<file path="config.mk">
export PLATFORM = sky130hd
export DESIGN_NAME = hsi_rx_bridge
export DESIGN_NICKNAME = d
export VERILOG_FILES = /design/src/rtl/hsi_rx_bridge.sv
export SDC_FILE = /design/constraint.sdc
export NUM_CORES = 1
export LEC_CHECK = 0
export BUFFER_PORTS_ARGS = -buffer_cell sky130_fd_sc_hd__buf_2
export CORE_MARGIN = 3
export CORE_UTILIZATION = 55
export CTS_CLUSTER_SIZE = 40
export DETAILED_ROUTE_END_ITERATION = 10
export PLACE_DENSITY = 0.73
export SYNTH_ARGS = -nofsm -noshare
export SYNTH_HDL_FRONTEND = slang
export SYNTH_SLANG_ARGS = --single-unit
export TNS_END_PERCENT = 5
</file>
<file path="constraint.sdc">
create_clock -name clk -period 4.1 [get_ports clk]
set_clock_uncertainty 0.05 [all_clocks]
set_input_delay 0.205 -clock clk [delete_from_list [all_inputs] [get_ports clk]]
set_output_delay 0.205 -clock clk [all_outputs]
set_load 0.005 [all_outputs]
</file>
<file path="src/rtl/hsi_rx_bridge.sv">
// Buffers decoded HSI words and emits each as {tag|src} header byte plus data bytes MSB-first.
// Header appears 2 cycles after the strobe; out_d/out_rdy hold until out_ack; words arriving while full are counted and dropped.
module hsi_rx_bridge #(
    parameter int          WORD_W     = 16,
    parameter int          DEPTH_LOG2 = 4,
    parameter logic [7:0]  HDR_TAG    = 8'hA4
) (
    input  logic                  clk,
    input  logic                  rst,
    input  logic                  in_valid,
    input  logic [1:0]            in_src,
    input  logic [WORD_W-1:0]     in_data,
    output logic [7:0]            out_d,
    output logic                  out_rdy,
    input  logic                  out_ack,
    output logic [DEPTH_LOG2:0]   fifo_level,
    output logic [7:0]            ovf_cnt,
    output logic                  busy
);

    localparam int NB    = WORD_W / 8;
    localparam int DEPTH = 2 ** DEPTH_LOG2;
    localparam int CW    = $clog2(NB + 1);
    localparam logic [DEPTH_LOG2:0] FULL_LVL = (DEPTH_LOG2 + 1)'(DEPTH);
    localparam logic [CW-1:0]       NB_C     = CW'(NB);
    localparam logic [CW-1:0]       ONE_C    = CW'(1);

    typedef enum logic [1:0] {IDLE, HDR, DATA} state_t;

    state_t                  state, state_nxt;
    logic [WORD_W+1:0]       mem [DEPTH];
    logic [DEPTH_LOG2-1:0]   wr_ptr, rd_ptr;
    logic [WORD_W+1:0]       head;
    logic                    full, push, pop;
    logic [WORD_W-1:0]       sh_data, sh_next;
    logic [CW-1:0]           byte_cnt;

    // full uses the registered level, so a same-cycle pop cannot rescue a word
    assign full    = (fifo_level == FULL_LVL);
    assign push    = in_valid && !full;
    assign pop     = (state == IDLE) && (fifo_level != '0);
    assign head    = mem[rd_ptr];
    assign sh_next = sh_data << 8;
    assign busy    = (state != IDLE) || (fifo_level != '0);

    always_ff @(posedge clk) begin
        if (push)
            mem[wr_ptr] <= {in_src, in_data};
    end

    always_ff @(posedge clk or posedge rst) begin
        if (rst) begin
            wr_ptr     <= '0;
            rd_ptr     <= '0;
            fifo_level <= '0;
            ovf_cnt    <= '0;
        end else begin
            if (push)
                wr_ptr <= wr_ptr + 1'b1;
            if (pop)
                rd_ptr <= rd_ptr + 1'b1;
            case ({push, pop})
                2'b10:   fifo_level <= fifo_level + 1'b1;
                2'b01:   fifo_level <= fifo_level - 1'b1;
                default: fifo_level <= fifo_level;
            endcase
            if (in_valid && full && (ovf_cnt != 8'hFF))
                ovf_cnt <= ovf_cnt + 1'b1;
        end
    end

    always_ff @(posedge clk or posedge rst) begin
        if (rst)
            state <= IDLE;
        else
            state <= state_nxt;
    end

    always_comb begin
        state_nxt = state;
        case (state)
            IDLE:    if (pop) state_nxt = HDR;
            HDR:     if (out_ack) state_nxt = DATA;
            DATA:    if (out_ack && (byte_cnt == ONE_C)) state_nxt = IDLE;
            default: state_nxt = IDLE;
        endcase
    end

    // out_d is loaded one step ahead so the byte on the bus is always registered
    always_ff @(posedge clk or posedge rst) begin
        if (rst) begin
            out_d    <= '0;
            out_rdy  <= 1'b0;
            sh_data  <= '0;
            byte_cnt <= '0;
        end else begin
            case (state)
                IDLE: begin
                    if (pop) begin
                        out_d    <= {HDR_TAG[7:2], head[WORD_W+1:WORD_W]};
                        out_rdy  <= 1'b1;
                        sh_data  <= head[WORD_W-1:0];
                        byte_cnt <= NB_C;
                    end
                end
                HDR: begin
                    if (out_ack)
                        out_d <= sh_data[WORD_W-1 -: 8];
                end
                DATA: begin
                    if (out_ack) begin
                        if (byte_cnt == ONE_C) begin
                            out_rdy <= 1'b0;
                        end else begin
                            out_d    <= sh_next[WORD_W-1 -: 8];
                            sh_data  <= sh_next;
                            byte_cnt <= byte_cnt - 1'b1;
                        end
                    end
                end
                default: begin
                    out_rdy <= 1'b0;
                end
            endcase
        end
    end

endmodule
</file>
Word level (Yosys, flattened, before mapping)

Memory sizes are Yosys's and may differ from the RTL's.
Index checks and enable logic that the tools add are counted.

Bits in writable memories: 288
Memories: 1
Logic and storage cells: 71
Register bits: 50
Output and inout port bits: 23
Bits of input ports: 22

Bitwise gates (word level): 1
Multiplexer cells: 24
Equality and inequality tests: 13
Add/subtract/negate cells: 6
Reductions and logical operators: 17

Memories:

| memory | words | width | read ports | clocked after memory_dff | wr ports | RTL line | RTL |
|---|---|---|---|---|---|---|---|
| mem    | 16    | 18    | 1          | 0                        | 1        | 31       | `logic [WORD_W+1:0] mem [DEPTH];` |

Operators by type and width:

| operator                                          | count |
|---|---|
| 2-to-1 mux 16 bit                                 | 3 |
| 2-to-1 mux 8 bit                                  | 4 |
| one-hot mux 16 bit (2 select lines)               | 1 |
| one-hot mux 8 bit (3 select lines)                | 1 |
| 2-to-1 mux 2 bit                                  | 6 |
| != test 2 bit (second input constant)             | 6 |
| one-hot mux 5 bit (2 select lines)                | 1 |
| adder 4 x 1 -> 4 bit (second input constant)      | 2 |
| adder 8 x 1 -> 8 bit (second input constant)      | 1 |
| != test 8 bit (second input constant)             | 1 |
| AND reduction 4 bit                               | 2 |
| == test 2 x 1 -> 1 bit (second input constant)    | 3 |
| one-hot mux 2 bit (3 select lines)                | 1 |
| nonzero test 2 bit                                | 3 |
| adder 5 x 1 -> 5 bit (second input constant)      | 1 |
| == test 5 bit (second input constant)             | 1 |
| logical AND 1 bit                                 | 5 |
| 2-to-1 mux 1 bit                                  | 5 |
| AND reduction 5 bit                               | 1 |
| nonzero test 5 bit                                | 1 |
| subtractor 5 x 1 -> 5 bit (second input constant) | 1 |
| == test 2 bit (second input constant)             | 2 |
| one-hot mux 2 bit (2 select lines)                | 1 |
| one-hot mux 1 bit (3 select lines)                | 1 |
| 7 further kinds                                   | 7 |

Longest topological paths before layout

Gate-level depths: netlist (run 1).

Word-level depth: 5
Depth in mapped cells: 13
Mapped depth without buffers: 11

Least setup slack after synthesis (run 1)

No wires, ideal clock.

Path kind: register to register
Start point: register fifo_level[2]
End point: memory mem[3][0] in the netlist's numbering (enable)
Buffers on the path: 1
Setup time: 0.416 ns
Clock period less this slack: 2.989 ns
Setup slack: 1.111 ns
Arrival time: 2.524 ns
Cell stages (with the launch flop): 6
Cells stage by stage: dfrtp_1 > buf_2 > nor4_1 > a21boi_1 > nand2_1 > nor3_1

Word-level cells in the longest chain between the ends: 5

Ends and longest elaborated chain:

| item                                   | RTL line | RTL |
|---|---|---|
| start: declaration                     | 16       | `output logic [DEPTH_LOG2:0] fifo_level,` |
| start signal: assignment               | 63       | `2'b10: fifo_level <= fifo_level + 1'b1;` |
| start signal: assignment               | 64       | `2'b01: fifo_level <= fifo_level - 1'b1;` |
| start signal: assignment               | 65       | `default: fifo_level <= fifo_level;` |
| == test 5 bit                          | 39       | `assign full = (fifo_level == FULL_LVL);` |
| zero test 1 bit                        | 40       | `assign push = in_valid && !full;` |
| logical AND 1 bit                      | 40       |  |
| 2-to-1 mux 1 bit                       | 47       | `if (push)` |
| 2-to-1 mux 1 bit (implied by the code) | 48       | `mem[wr_ptr] <= {in_src, in_data};` |
| end: declaration                       | 31       |  |

No other way between the ends.

Worst setup path in the final report (run 1)

Start point: register fifo_level[1]
End point: register fifo_level[4]

Elaborated cells on any way between the ends: 11

RTL lines:

| item                                                                            | RTL line | RTL |
|---|---|---|
| nonzero test 5 bit *                                                            | 41       | `assign pop = (state == IDLE) && (fifo_level != '0);` |
| logical AND 1 bit *                                                             | 41       |  |
| named net pop                                                                   | 34       | `logic full, push, pop;` |
| == test 2 x 1 -> 1 bit / == test 2 bit (equally long branches)                  | 62       | `case ({push, pop})` |
| one-hot mux 5 bit (2 select lines) / nonzero test 2 bit (equally long branches) | n/a      |  |

The timed path passes the listed nets; every way through them passes the cells marked *.
A chain may end at the register's enable or synchronous reset.

==> flow_metrics.tcl, run 1 <==
set metrics [dict create \
    status "completed" \
    internal-power_uw 7540 \
    finalSetupViolCount 0 \
    worstSetupEndpointType "flip-flop" \
    root_buffer "clkbuf_16" \
    worstSetupPathType "reg2reg" \
    worstHoldStart "in_src[1]" \
    synth_top_area_cell "edfxtp_1" \
    antenna_found_initial 0 \
    synthesis.area_mm2 0.0134 \
    layout-drive-gt1-share 0.259 \
    rr_worst_depth 10 \
    die_width_um 162 \
    clk_pin_slew_worst_paths_ns 0.06 \
    ios 45 \
    avgSynthCellArea_um2 18.6 \
    viasPerCell 6.18 \
    crit_start "fifo_level[1]" \
    cts_tree "yes" \
    rr_startpoint "fifo_level[1]" \
    hold_depth 1 \
    yosys_warnings 0 \
    grt_use_met3 0.0530 \
    clock_latency_ns 0.50 \
    met1_usage 0.318 \
    wirelength_um 28900 \
    num_vias 6985 \
    timing.final.ws_setup_ns 1.02 \
    rsz0062_at_grt "false" \
    synth_ff_type "edfxtp_1" \
    cts_made_buffers 35 \
    fmax_mhz 325 \
    power_density_mw_per_mm2 724 \
    netlist_instances 722 \
    seq_area_frac_synth 0.738 \
    pre_cts_slack_ns 1.08 \
    p_comb_frac 0.282 \
    drc 0 \
    cts_buffer_depth 3 \
    io_buffers 44 \
    leakage_uw 0.00521 \
    gp_congestion 0.829 \
    synth.top_cell.area_share 0.645 \
    synth_edf_count 288 \
    cp.required_ns 4.47 \
    ant_nets 0 \
    slew_violations 0 \
    final.period_utilization 0.751 \
    drv_cap 0 \
    grt_max_degree 51 \
    seq_power_share 0.439 \
    ys_seq_elements 338 \
    gr-total-overflow 0 \
    syn_nets 760 \
    hpwlAfterDp_um 17800 \
    fin_crit_ns 3.08 \
    synth_common_cells "edfxtp_1, mux4_2, dfrtp_1" \
    die_h_um 162 \
    placed_cells 1068 \
    rows 56 \
    tns_ns 0 \
    cts-htree-levels 2 \
    initial_core_util 0.566 \
    grt-busiest-layer "met2" \
    finalHoldViolations 0 \
    ir_drop_uv 479 \
    grt_pass1_wl_um 44400 \
    worstPathArrival_ns 3.45 \
    drtPass1Iterations 5 \
    p_sw_frac 0.315 \
    synth_area_leaders "edfxtp_1, mux4_2, dfrtp_1" \
    power_switching_uw 3470 \
    clock_sinks 338 \
    grt_pass1_vias 7251 \
    use_met2 0.366 \
    die-area_mm2 0.0263 \
    antenna_cells 0 \
    hold_path_class "in2reg" \
    core_mm2 0.0237 \
    p_clk_frac 0.279 \
    ys_types 47 \
    worstSetupStartpointType "flip-flop" \
    crit_path_max_fanout 10 \
    grt.total_usage 0.228 \
    synthToLayoutAreaGrowth_pct 13.4 \
    cts-resized-gates 0 \
    wire_per_inst_um 25.6 \
    ys_async_sr_fraction 0.148 \
    fin_nets 826 \
    relSlewSlack 0.317 \
    drt_iter0_drc 642 \
    instances_no_fill 1131 \
    worst_slew_pin_slew_ns 1.02 \
    synth_most_common_cell "edfxtp_1" \
]
per-layer routing:
metal  routed length (um)  part of all wire  vias to the layer above
met3                 2510             0.087                       51
met1                11500              0.40                     3593
met2                14200              0.49                      321
li1                     -                 -                     3020
met4                  706             0.024                        0
met5                    0                 0                        -
worst max-delay path: stages, from the launching register on:
cell      delay (ns)
dfrtp_1         0.49
or4_4           0.59
o21a_1          0.27
ha_1            0.33
xor2_1          0.20
ha_1            0.25
o21a_1          0.17
o21ai_0         0.17
nand3b_1        0.10
a21oi_1         0.19
xor2_1          0.18
power by group through the flow:
stage | clock network (uW) | registers [uW] | logic, uW
global placement | 0 | 4860 | 2970
CTS | 3120 | 4850 | 3100
finish | 3070 | 4840 | 3110
global route | 3260 | 4920 | 3350
floorplan | 0 | 4490 | 2460
detailed placement | 0 | 4910 | 3070
stage by stage:
step                      utilization  cell area, um2  hold WS [ns]  total power [uW]
after floorplan                     -           13400         0.254              6950
after global placement          0.594           14100         0.408              7830
after detailed placement        0.594           14100         0.420              7990
after CTS                       0.642           15200        0.0154             11100
after global routing            0.642           15200        0.0380             11500
final                           0.642           15200        0.0338             11000
final cells by class:
| type | instances | area [um2] |
|---|---|---|
| clock buffers | 45 | 956 |
| clock inverters | 16 | 159 |
| fillers | 1658 | 8480 |
| inverters | 11 | 41.3 |
| multi-input cells | 336 | 3340 |
| flip-flops and latches | 338 | 9910 |
| well taps | 319 | 399 |
| repair buffers | 66 | 403 |
placed cells by master (no fill, tap or decap), drive strengths merged, types with 5 or more instances in the layout:
cell	synthesis	layout
edfxtp	288	288
ha	16	16
nand2b	7	7
a22o	11	11
nor3	9	9
nand3	5	5
nor2	25	25
xor2	10	10
buf	21	64
o22ai	12	12
nor2b	7	7
mux4	70	70
clkbuf	16	45
a22oi	7	7
a31oi	6	6
clkinv	0	11
a221oi	10	10
inv	11	11
nand2	47	47
o21ai	23	23
a21oi	18	18
xnor2	10	10
dfrtp	50	50
what timing repair did:
| action | in CTS | in global routing |
|---|---|---|
| setup buffers | 0 | 0 |
| hold buffers | 2 | 0 |
| endpoints found under the hold margin | 51 | 0 |
final timing paths:
| kind | slack (ns) | to |
|---|---|---|
| setup / recovery | 1.02 | fifo_level[4] |
| setup reg to reg | 1.02 | fifo_level[4] |
| hold / removal | 0.03 | mem[5][17] |
| max in group asynchronous | 2.81 | rd_ptr[0] |
| hold reg to reg | 0.43 | out_d[7] |
| min in group asynchronous | 0.45 | fifo_level[4] |
cell families after synthesis:
kind of cell | share of synthesized area
compound gates | 0.0515
fa+ha+maj | 0.0149
simple gates | 0.0420
flops | 0.738
mux | 0.124
buf+inv | 0.0161
xor+xnor | 0.0131
registers in the layout, summed over array words and instances (netlist names):
name / cells
byte_cnt: 2
fifo_level: 5
mem: 288
out_d: 8
out_rdy: 1
ovf_cnt: 8
rd_ptr: 4
sh_data: 16
state: 2
wr_ptr: 4
Note: power is estimated with default switching activity, not from simulation.
==> run 2, diff against run 1 <==
--- a/config.mk
+++ b/config.mk
@@ -5,12 +5,13 @@
 export SDC_FILE = /design/constraint.sdc
 export NUM_CORES = 1
 export LEC_CHECK = 0
+export ABC_AREA = 1
 export BUFFER_PORTS_ARGS = -buffer_cell sky130_fd_sc_hd__buf_2
 export CORE_MARGIN = 3
 export CORE_UTILIZATION = 55
 export CTS_CLUSTER_SIZE = 40
 export DETAILED_ROUTE_END_ITERATION = 10
-export PLACE_DENSITY = 0.73
+export PLACE_DENSITY = 0.76
 export SYNTH_ARGS = -nofsm -noshare
 export SYNTH_HDL_FRONTEND = slang
 export SYNTH_SLANG_ARGS = --single-unit
==> constraint.sdc (replaced) <==
create_clock -name clk -period 2.55 [get_ports clk]
set_clock_uncertainty 0.05 [all_clocks]
set_input_delay 0.1275 -clock clk [delete_from_list [all_inputs] [get_ports clk]]
set_output_delay 0.1275 -clock clk [all_outputs]
set_load 0.005 [all_outputs]
==> run 2 against run 1 <==
Synthesized cell count rose by 76%. Area after synthesis rose by 7.4%. Critical path depth fell by 2. Critical path type unchanged. Highest routed layer unchanged.
==> flow_metrics.tcl, run 2 <==
set metrics [dict create \
    drc 0 \
    seq_area_frac_synth 0.688 \
    gp_congestion 0.817 \
    largest_reg_flops 288 \
    synth_most_common_cell "nand2_1" \
    syn_nets 1307 \
    grt_pass1_vias 9156 \
    gr-total-overflow 0 \
    die_h_um 168 \
    wirelength_um 32300 \
    synth_area_leaders "edfxtp_1, nand2_1, dfrtp_1" \
    synth_simple_gate_area_share 0.168 \
    drv_cap 0 \
    grt_max_degree 129 \
    cp.required_ns 2.95 \
    synth_compound_area_frac 0.0642 \
    clock_latency_ns 0.53 \
    largest_register "mem" \
    cts_made_buffers 34 \
    relSlewSlack 0.508 \
    die_width_um 168 \
    worstSetupEndpointType "flip-flop" \
    cts_buffer_depth 3 \
    ir_drop_uv 1030 \
    grt_pass1_wl_um 50200 \
    avgSynthCellArea_um2 11.3 \
    clk_pin_slew_worst_paths_ns 0.06 \
    rows 58 \
    drt_iter0_drc 1147 \
    antenna_found_initial 0 \
    ys_types 37 \
    drtPass1Iterations 5 \
    ys_seq_elements 338 \
    p_comb_frac 0.362 \
    ys_async_sr_fraction 0.148 \
    num_vias 9498 \
    hpwlAfterDp_um 18700 \
    synth_ff_type "edfxtp_1" \
    cts-htree-levels 2 \
    io_buffers 44 \
    rsz0062_at_grt "false" \
    ios 45 \
    power_density_mw_per_mm2 1170 \
    die-area_mm2 0.0281 \
    leakage_uw 0.00636 \
    cts_tree "yes" \
    power_switching_uw 7190 \
    ant_nets 0 \
    final.period_utilization 0.911 \
    synth_common_cells "nand2_1, edfxtp_1, nor2_1" \
    core_mm2 0.0255 \
    worstPathArrival_ns 2.72 \
    synth-xor-area-share 0.0116 \
    status "completed" \
    worstSetupPathType "reg2reg" \
    crit_path_max_fanout 29 \
    synth_top_area_cell "edfxtp_1" \
    fmax_mhz 431 \
    synth_top_family_by_area "simple AND/OR/NAND/NOR gates" \
    hold_path_class "in2reg" \
    synthToLayoutAreaGrowth_pct 12.8 \
    wire_per_inst_um 19.0 \
    root_buffer "clkbuf_16" \
    finalSetupViolCount 0 \
    synthesis.area_mm2 0.0144 \
    yosys_warnings 0 \
    yosys-mux-area-fraction 0 \
    antenna_cells 0 \
    synth_fa_ha_area_frac 0.0139 \
    worst_slew_pin_slew_ns 0.738 \
    tns_ns 0 \
    clock_sinks 338 \
    synth_edf_count 288 \
    layout-drive-gt1-share 0.128 \
    seq_power_share 0.380 \
    layout_commonest_cell "nand2_1" \
    total_power_uw 19000 \
    fin_crit_ns 2.32 \
    fin_nets 1385 \
    slew_violations 0 \
    synth.top_cell.area_share 0.601 \
    reg_top3 "mem (288), sh_data (16)" \
    p_sw_frac 0.379 \
    viasPerCell 5.58 \
    finalHoldViolations 0 \
    layout_common_cells "nand2_1, edfxtp_1, nor2_1" \
    netlist_instances 1269 \
    grt.total_usage 0.229 \
    internal-power_uw 11800 \
    worstSetupStartpointType "flip-flop" \
    p_clk_frac 0.258 \
    initial_core_util 0.565 \
]
run 2: layout make-up:
type | count | area (um2)
clock buffers | 38 | 887
clock inverters | 23 | 213
fillers | 1866 | 9230
inverters | 79 | 302
multi-input cells | 791 | 3760
flip-flops and latches | 338 | 9900
well taps | 330 | 413
repair buffers | 103 | 763
run 2: metal layers:
metal  up-vias  global-route usage  wire length (um)
met5         -                   0                 0
met4         0              0.0875               998
met3        71              0.0416              2460
met2       381               0.370             15500
met1      4582               0.315             13300
li1       4464                   -                 -
run 2: final timing paths:
kind	start	endpoint	slack [ns]	cells past startpoint
min in group asynchronous	rst	ovf_cnt[7]	0.15	3
worst max-delay path	state[0]	sh_data[2]	0.23	8
max in group asynchronous	rst	out_d[6]	1.57	4
worst min register to register	out_d[2]	out_d[2]	0.43	2
worst max register to register	state[0]	sh_data[2]	0.23	8
worst min-delay path	out_ack	state[0]	0.08	5
run 2: power by group through the flow:
stage	clock, uW	combinational [uW]	sequential, uW
floorplan	0	5090	7230
finish	4910	6870	7210
detailed placement	0	6780	7300
CTS	4960	6850	7200
global placement	0	6580	7270
global route	5180	7680	7280
run 2: cells by family after synthesis:
group	count (synthesis)
simple gates	589
flops	338
compound gates	167
buf+inv	140
xor+xnor	19
fa+ha+maj	16
run 2: critical path, cell delays in order (launching register included):
cell	delay [ns]
dfrtp_1	0.40
inv_1	0.13
ha_1	0.47
nor2_1	0.12
nor2_2	0.17
nand3_4	0.30
nor2_4	0.39
nand2_1	0.13
nand2_1	0.09
run 2: stage by stage:
stage               std cells  cell area (um2)  setup WS (ns)  hold slack (ns)  utilization
finish                   1702            16200          0.228           0.0789        0.638
global route             1702            16200         0.0145            0.107        0.638
CTS                      1702            16200          0.168           0.0699        0.637
detailed placement       1621            14900          0.181            0.157        0.586
global placement         1621            14900          0.300            0.161        0.586
floorplan                1269            14400          0.347            0.176            -
run 2: timing repair:
action                                  4_1_cts  5_1_grt
hold buffers                                 20        0
endpoints found under the hold margin       316        0
buffers inserted                              0        0
gates resized for setup                       0        2
endpoints found under the setup margin        0        1
